$ cat config.mk
export PLATFORM = sky130hd
export DESIGN_NAME = sixbit_align_ctrl
export DESIGN_NICKNAME = d
export VERILOG_FILES = /design/src/rtl/sixbit_align_ctrl.sv
export SDC_FILE = /design/constraint.sdc
export NUM_CORES = 1
export LEC_CHECK = 0
export ABC_AREA = 1
export CORE_MARGIN = 8
export CORE_UTILIZATION = 45
export DETAILED_ROUTE_END_ITERATION = 8
export HOLD_SLACK_MARGIN = 0.05
export PLACE_DENSITY_LB_ADDON = 0.2
export SLEW_MARGIN = 10
export SYNTH_ARGS = -nofsm -noshare
export SYNTH_HDL_FRONTEND = slang
export SYNTH_SLANG_ARGS = --single-unit
$ cat constraint.sdc
create_clock -name clock -period 5 [get_ports clock]
set_input_delay 1.5 -clock clock [delete_from_list [all_inputs] [get_ports clock]]
set_output_delay 1.5 -clock clock [all_outputs]
set_load 0.01 [all_outputs]
$ cat src/rtl/sixbit_align_ctrl.sv
// -----------------------------------------------------------------------------
// sixbit_align_ctrl
//
// Word-alignment controller for an 8b6b link. It hunts for a bit position at
// which the decoder produces only in-table characters. On a bad character it
// requests a one-bit deserializer slip, waits for the pipeline to settle, and
// hunts again. Once LOCK_COUNT consecutive good characters are seen the link is
// declared locked. It stays locked until UNLOCK_ERRS not-in-table characters
// fall inside one WINDOW-character window.
//
// Ports
//   clock        in   1  frame clock, all logic on its rising edge
//   reset        in   1  synchronous, active-high
//   enable       in   1  alignment enable; low parks the FSM in HUNT
//   frame_valid  in   1  decoder outputs are valid this clock
//   not_in_table in   1  decoder flagged the character as not in the table
//   bitslip      out  1  one-clock request for a one-bit deserializer slip
//   locked       out  1  link aligned (state == LOCKED)
//   state        out  2  SLIP=0, WAIT=1, HUNT=2, LOCKED=3
//   slip_pos     out  3  slips issued since reset, modulo 8
//   unlock_cnt   out  8  LOCKED-to-SLIP transitions, saturating
//   err_cnt      out 16  not-in-table characters seen while locked, saturating
//
// Build option
//   ALIGN_ERR_COUNTER_EN  when defined, err_cnt is a live saturating counter;
//                         when undefined, err_cnt is tied to zero and the
//                         counter does not exist.
// -----------------------------------------------------------------------------
module sixbit_align_ctrl #(
    parameter int LOCK_COUNT  = 64,
    parameter int UNLOCK_ERRS = 4,
    parameter int WINDOW      = 256,
    parameter int SLIP_WAIT   = 8
) (
    input  logic        clock,
    input  logic        reset,
    input  logic        enable,
    input  logic        frame_valid,
    input  logic        not_in_table,
    output logic        bitslip,
    output logic        locked,
    output logic [1:0]  state,
    output logic [2:0]  slip_pos,
    output logic [7:0]  unlock_cnt,
    output logic [15:0] err_cnt
);

    localparam int GOOD_W = $clog2(LOCK_COUNT + 1);
    localparam int WAIT_W = $clog2(SLIP_WAIT + 1);
    localparam int WIN_W  = $clog2(WINDOW + 1);
    localparam int ERR_W  = $clog2(UNLOCK_ERRS + 1);

    typedef enum logic [1:0] {
        ST_SLIP   = 2'd0,
        ST_WAIT   = 2'd1,
        ST_HUNT   = 2'd2,
        ST_LOCKED = 2'd3
    } state_t;

    state_t              state_q, state_d;
    logic                bitslip_q;
    logic                locked_q;
    logic [2:0]          slip_pos_q, slip_pos_d;
    logic [7:0]          unlock_cnt_q, unlock_cnt_d;
    logic [GOOD_W-1:0]   good_cnt_q, good_cnt_d;
    logic [WAIT_W-1:0]   wait_cnt_q, wait_cnt_d;
    logic [WIN_W-1:0]    win_cnt_q, win_cnt_d;
    logic [ERR_W-1:0]    win_err_q, win_err_d;
    logic [ERR_W-1:0]    win_err_nxt_s;
    logic                good_char_s;
    logic                bad_char_s;

    assign good_char_s = frame_valid & ~not_in_table;
    assign bad_char_s  = frame_valid &  not_in_table;

    // Next-state and counter update logic for the alignment FSM.
    always_comb begin
        state_d       = state_q;
        slip_pos_d    = slip_pos_q;
        unlock_cnt_d  = unlock_cnt_q;
        good_cnt_d    = good_cnt_q;
        wait_cnt_d    = wait_cnt_q;
        win_cnt_d     = win_cnt_q;
        win_err_d     = win_err_q;
        win_err_nxt_s = win_err_q;

        if (!enable) begin
            // Disabled: park in HUNT with clean character counters so that a
            // later enable resumes hunting at the current slip position.
            state_d    = ST_HUNT;
            good_cnt_d = {GOOD_W{1'b0}};
            wait_cnt_d = {WAIT_W{1'b0}};
            win_cnt_d  = {WIN_W{1'b0}};
            win_err_d  = {ERR_W{1'b0}};
        end else begin
            case (state_q)
                ST_SLIP: begin
                    slip_pos_d = slip_pos_q + 3'd1;
                    wait_cnt_d = {WAIT_W{1'b0}};
                    state_d    = ST_WAIT;
                end
                ST_WAIT: begin
                    // Settling time counts clocks, not characters.
                    if (wait_cnt_q == WAIT_W'(SLIP_WAIT - 1)) begin
                        state_d    = ST_HUNT;
                        wait_cnt_d = {WAIT_W{1'b0}};
                        good_cnt_d = {GOOD_W{1'b0}};
                    end else begin
                        wait_cnt_d = wait_cnt_q + WAIT_W'(1);
                    end
                end
                ST_HUNT: begin
                    // A bad character is checked first so that an error on
                    // the would-be locking character still forces a slip.
                    if (bad_char_s) begin
                        state_d    = ST_SLIP;
                        good_cnt_d = {GOOD_W{1'b0}};
                    end else if (good_char_s) begin
                        if (good_cnt_q == GOOD_W'(LOCK_COUNT - 1)) begin
                            state_d    = ST_LOCKED;
                            good_cnt_d = {GOOD_W{1'b0}};
                            win_cnt_d  = {WIN_W{1'b0}};
                            win_err_d  = {ERR_W{1'b0}};
                        end else begin
                            good_cnt_d = good_cnt_q + GOOD_W'(1);
                        end
                    end else begin
                        good_cnt_d = good_cnt_q;
                    end
                end
                ST_LOCKED: begin
                    if (frame_valid) begin
                        // The character that closes a window opens the next
                        // one, so its error (if any) seeds the new window.
                        if (win_cnt_q == WIN_W'(WINDOW - 1)) begin
                            win_cnt_d     = {WIN_W{1'b0}};
                            win_err_nxt_s = ERR_W'(not_in_table);
                        end else begin
                            win_cnt_d     = win_cnt_q + WIN_W'(1);
                            win_err_nxt_s = win_err_q + ERR_W'(not_in_table);
                        end
                        if (win_err_nxt_s == ERR_W'(UNLOCK_ERRS)) begin
                            state_d   = ST_SLIP;
                            win_cnt_d = {WIN_W{1'b0}};
                            win_err_d = {ERR_W{1'b0}};
                            if (unlock_cnt_q != 8'hFF) begin
                                unlock_cnt_d = unlock_cnt_q + 8'd1;
                            end else begin
                                unlock_cnt_d = unlock_cnt_q;
                            end
                        end else begin
                            win_err_d = win_err_nxt_s;
                        end
                    end else begin
                        win_cnt_d = win_cnt_q;
                    end
                end
                default: begin
                    state_d = ST_HUNT;
                end
            endcase
        end
    end

    // State, counters and registered outputs.
    always_ff @(posedge clock) begin
        if (reset) begin
            state_q      <= ST_HUNT;
            bitslip_q    <= 1'b0;
            locked_q     <= 1'b0;
            slip_pos_q   <= 3'd0;
            unlock_cnt_q <= 8'd0;
            good_cnt_q   <= {GOOD_W{1'b0}};
            wait_cnt_q   <= {WAIT_W{1'b0}};
            win_cnt_q    <= {WIN_W{1'b0}};
            win_err_q    <= {ERR_W{1'b0}};
        end else begin
            state_q      <= state_d;
            // Outputs are decoded from the next state so they are flops that
            // always agree with the state register.
            bitslip_q    <= (state_d == ST_SLIP);
            locked_q     <= (state_d == ST_LOCKED);
            slip_pos_q   <= slip_pos_d;
            unlock_cnt_q <= unlock_cnt_d;
            good_cnt_q   <= good_cnt_d;
            wait_cnt_q   <= wait_cnt_d;
            win_cnt_q    <= win_cnt_d;
            win_err_q    <= win_err_d;
        end
    end

`ifdef ALIGN_ERR_COUNTER_EN
    logic [15:0] err_cnt_q, err_cnt_d;

    // Saturating count of bad characters sampled while locked.
    always_comb begin
        err_cnt_d = err_cnt_q;
        if (enable && (state_q == ST_LOCKED) && bad_char_s && (err_cnt_q != 16'hFFFF)) begin
            err_cnt_d = err_cnt_q + 16'd1;
        end else begin
            err_cnt_d = err_cnt_q;
        end
    end

    // Error counter register.
    always_ff @(posedge clock) begin
        if (reset) begin
            err_cnt_q <= 16'd0;
        end else begin
            err_cnt_q <= err_cnt_d;
        end
    end

    assign err_cnt = err_cnt_q;
`else
    assign err_cnt = 16'd0;
`endif

    assign bitslip    = bitslip_q;
    assign locked     = locked_q;
    assign state      = state_q;
    assign slip_pos   = slip_pos_q;
    assign unlock_cnt = unlock_cnt_q;

endmodule

==> metrics <==
Worst EP required=5.20 ns; CTS Buf Count=5; setup TNS=0 ns; largest net degree at the start of global routing=13; routed via count=1822; Place WS=roughly 1.6 ns; x dimension of the die=85.4 um; antenna diode count=0; most common cell in the netlist=nand2_1; I/O Buffers=19; ys flop type=dfxtp_1; post-CTS setup buffer count=0; WL/cell=11.7 um; Gate Count Post-Synth=approximately 300; WHS Endpoint=win_cnt_q[8]$_SDFFE_PP0P_; worst reg2reg path endpoint=win_cnt_q[2]$_SDFFE_PP0P_; Synth top area share=between 30% and 40%; Post-Layout Cell Count=about 380; fmax=323 MHz; EDFF count, synth=0; Worst Min Path Start=win_cnt_q[8]$_SDFFE_PP0P_; synth top area cells=dfxtp_1 (35%), nand2_1 (8.8%), nor2_1 (6.9%); R2R setup slack=3.12 ns; clock root cell=clkbuf_8; Worst setup SP type=primary input; Reg2Reg Launch Point=good_cnt_q[0]$_SDFFE_PP0P_; Unique masters post-synth=38; Syn. warnings=0; fraction of layout cells with a size suffix above 1=12.1%; Max-Cap Viols=0; leakage power=0.000983 uW; Synth area leader=dfxtp_1; post-synthesis sequential area ratio=a little over a third; vias in the first global route=1661; Hold-fix buffers, CTS=0; critical path capture point type=register; synthesis-to-finish area growth=13.2%; Rows=25; Resize count post-CTS=0; Max H-tree Level=2; GRT Total Usage=around 12%; Critical Path AT=3.29 ns; HP Class=register to register; hold-critical path depth=2; CTS max path bufs=2; IO Count=36; Total Power=between 600 and 700 uW; Synth top cells by count=nand2_1 (51), nor2_1 (40), dfxtp_1 (38); Hold Fails Final Rpt=0; skew final=0.00607 ns; RSZ-0062 raised after global routing=false; antenna violations before repair=0; flop and latch count out of synthesis=38; global-route wire length before repair=7330 um; die height=between 80 and 90 um; Pre-antenna DRT Iters=4; status=finished clean; total wire length=4400 um; maximum fanout along the worst path=7; critical path class=primary input to register; Final Cycle Share=61.9%; CTS tree=built; die area=7300 sq um; GPL Wtd Cong=just over 0.8; setup violators final=0; Starting Density=46.2%; Final Critical Period=3.09 ns; Max IR drop VDD=0.141 mV; fin. max-slew vios=0; pwr/cell area=247 nW/um^2; grt total ovfl=0; Nets=332; placed cell count=between 300 and 400; Clock Sinks=38; Reg clk slew, reported paths=0.08 ns; setup ws final=1.91 ns; CORE AREA=4690 sq um; post-route ant nets=0; cells on worst reg2reg path=10; area of the mapped netlist=roughly 2200 sq um; syn_area_per_cell=7.30 sq um; Clock Latency Late Sink=about 0.29 ns; Vias/cell=4.86; DR iter-0 viols=95; async set or reset register ratio after synthesis=0%; drt drc=0; placed wire-length estimate=3370 um
[cells by family after synthesis]
logic type | count (synthesis) | synth area share, %
and+or+nand+nor | 148 | 34.4
buffers and inverters | 57 | 13.3
AOI/OAI and AO/OA | 38 | 9.75
DFF | 38 | 35.1
xor gates and xnor gates | 8 | 3.23
adders and majority gates | 7 | 4.04
other | 1 | 0.173
[worst max path at each step]
stage               depth (start not counted)          from                    endpoint
finish                                     11  not_in_table  unlock_cnt[5]$_SDFFE_PP0P_
global route                               10  not_in_table  unlock_cnt[4]$_SDFFE_PP0P_
CTS                                        10  not_in_table  unlock_cnt[6]$_SDFFE_PP0P_
detailed placement                         10  not_in_table  unlock_cnt[6]$_SDFFE_PP0P_
global placement                           11  not_in_table           locked$_SDFF_PP0_
floorplan                                  10  not_in_table           locked$_SDFF_PP0_
[state kept, by name (all words and copies together), names as in the netlist]
signal	flops
state	2
bitslip	1
win_err_q	3
win_cnt_q	9
good_cnt_q	7
locked	1
wait_cnt_q	4
slip_pos	3
unlock_cnt	8
[layout by cell type (no fill, tap or decap), drive strengths merged, types with 5 or more instances in the layout]
cell type,instances
nand2,57
nor2,48
dfxtp,38
inv,38
a21oi,22
clkdlybuf4s50,19
nand3,19
conb,16
o21ai,12
nor3,11
ha,7
nand4,7
xor2,5
clkbuf,5
[cell type report]
class | count | area, sq um
clock inverters | 3 | 40.0
well taps | 54 | 67.6
multi-input cells | 217 | 1180
flip-flops and latches | 38 | 761
repair buffers | 20 | 198
clock buffers | 5 | 68.8
inverters | 38 | 145
fillers | 471 | 2240
[routing by layer]
| metal | GRT usage, % | vias to the layer above | part of all wire, % |
|---|---|---|---|
| met4 | 4.30 | 0 | 0.98 |
| met2 | 18.9 | 41 | 44 |
| met1 | 15.3 | 806 | 48 |
| li1 | - | 970 | - |
| met3 | 4.73 | 5 | 6.8 |
| met5 | 0 | - | 0 |
[power by group]
part / leakage (uW) / switching [uW] / internal, uW / total [uW]
registers: 0.000307 / 2.55 / 305 / 307
clock network: 0.0000579 / 111 / 147 / 258
logic: 0.000618 / 29.1 / 13.3 / 42.4
[worst max-delay path, stage by stage]
cell and delay (ns):
clkdlybuf4s50_1 0.49, ha_1 0.24, ha_1 0.20, xor2_1 0.13
nand2_1 0.09, inv_2 0.12, nand4_4 0.17, nor2_2 0.17
nand2_1 0.07, nand2_1 0.06, nor2_1 0.04
[stage by stage]
step / utilization (%) / instance area, sq um / hold WS [ns]
detailed placement: 50.0 / 2350 / 0.436
CTS: 52.3 / 2460 / 0.447
finish: 52.3 / 2460 / 0.442
global route: 52.3 / 2460 / 0.470
global placement: 50.0 / 2350 / 0.432
floorplan: - / 2230 / 0.419
(Power assumes the default switching activity.)
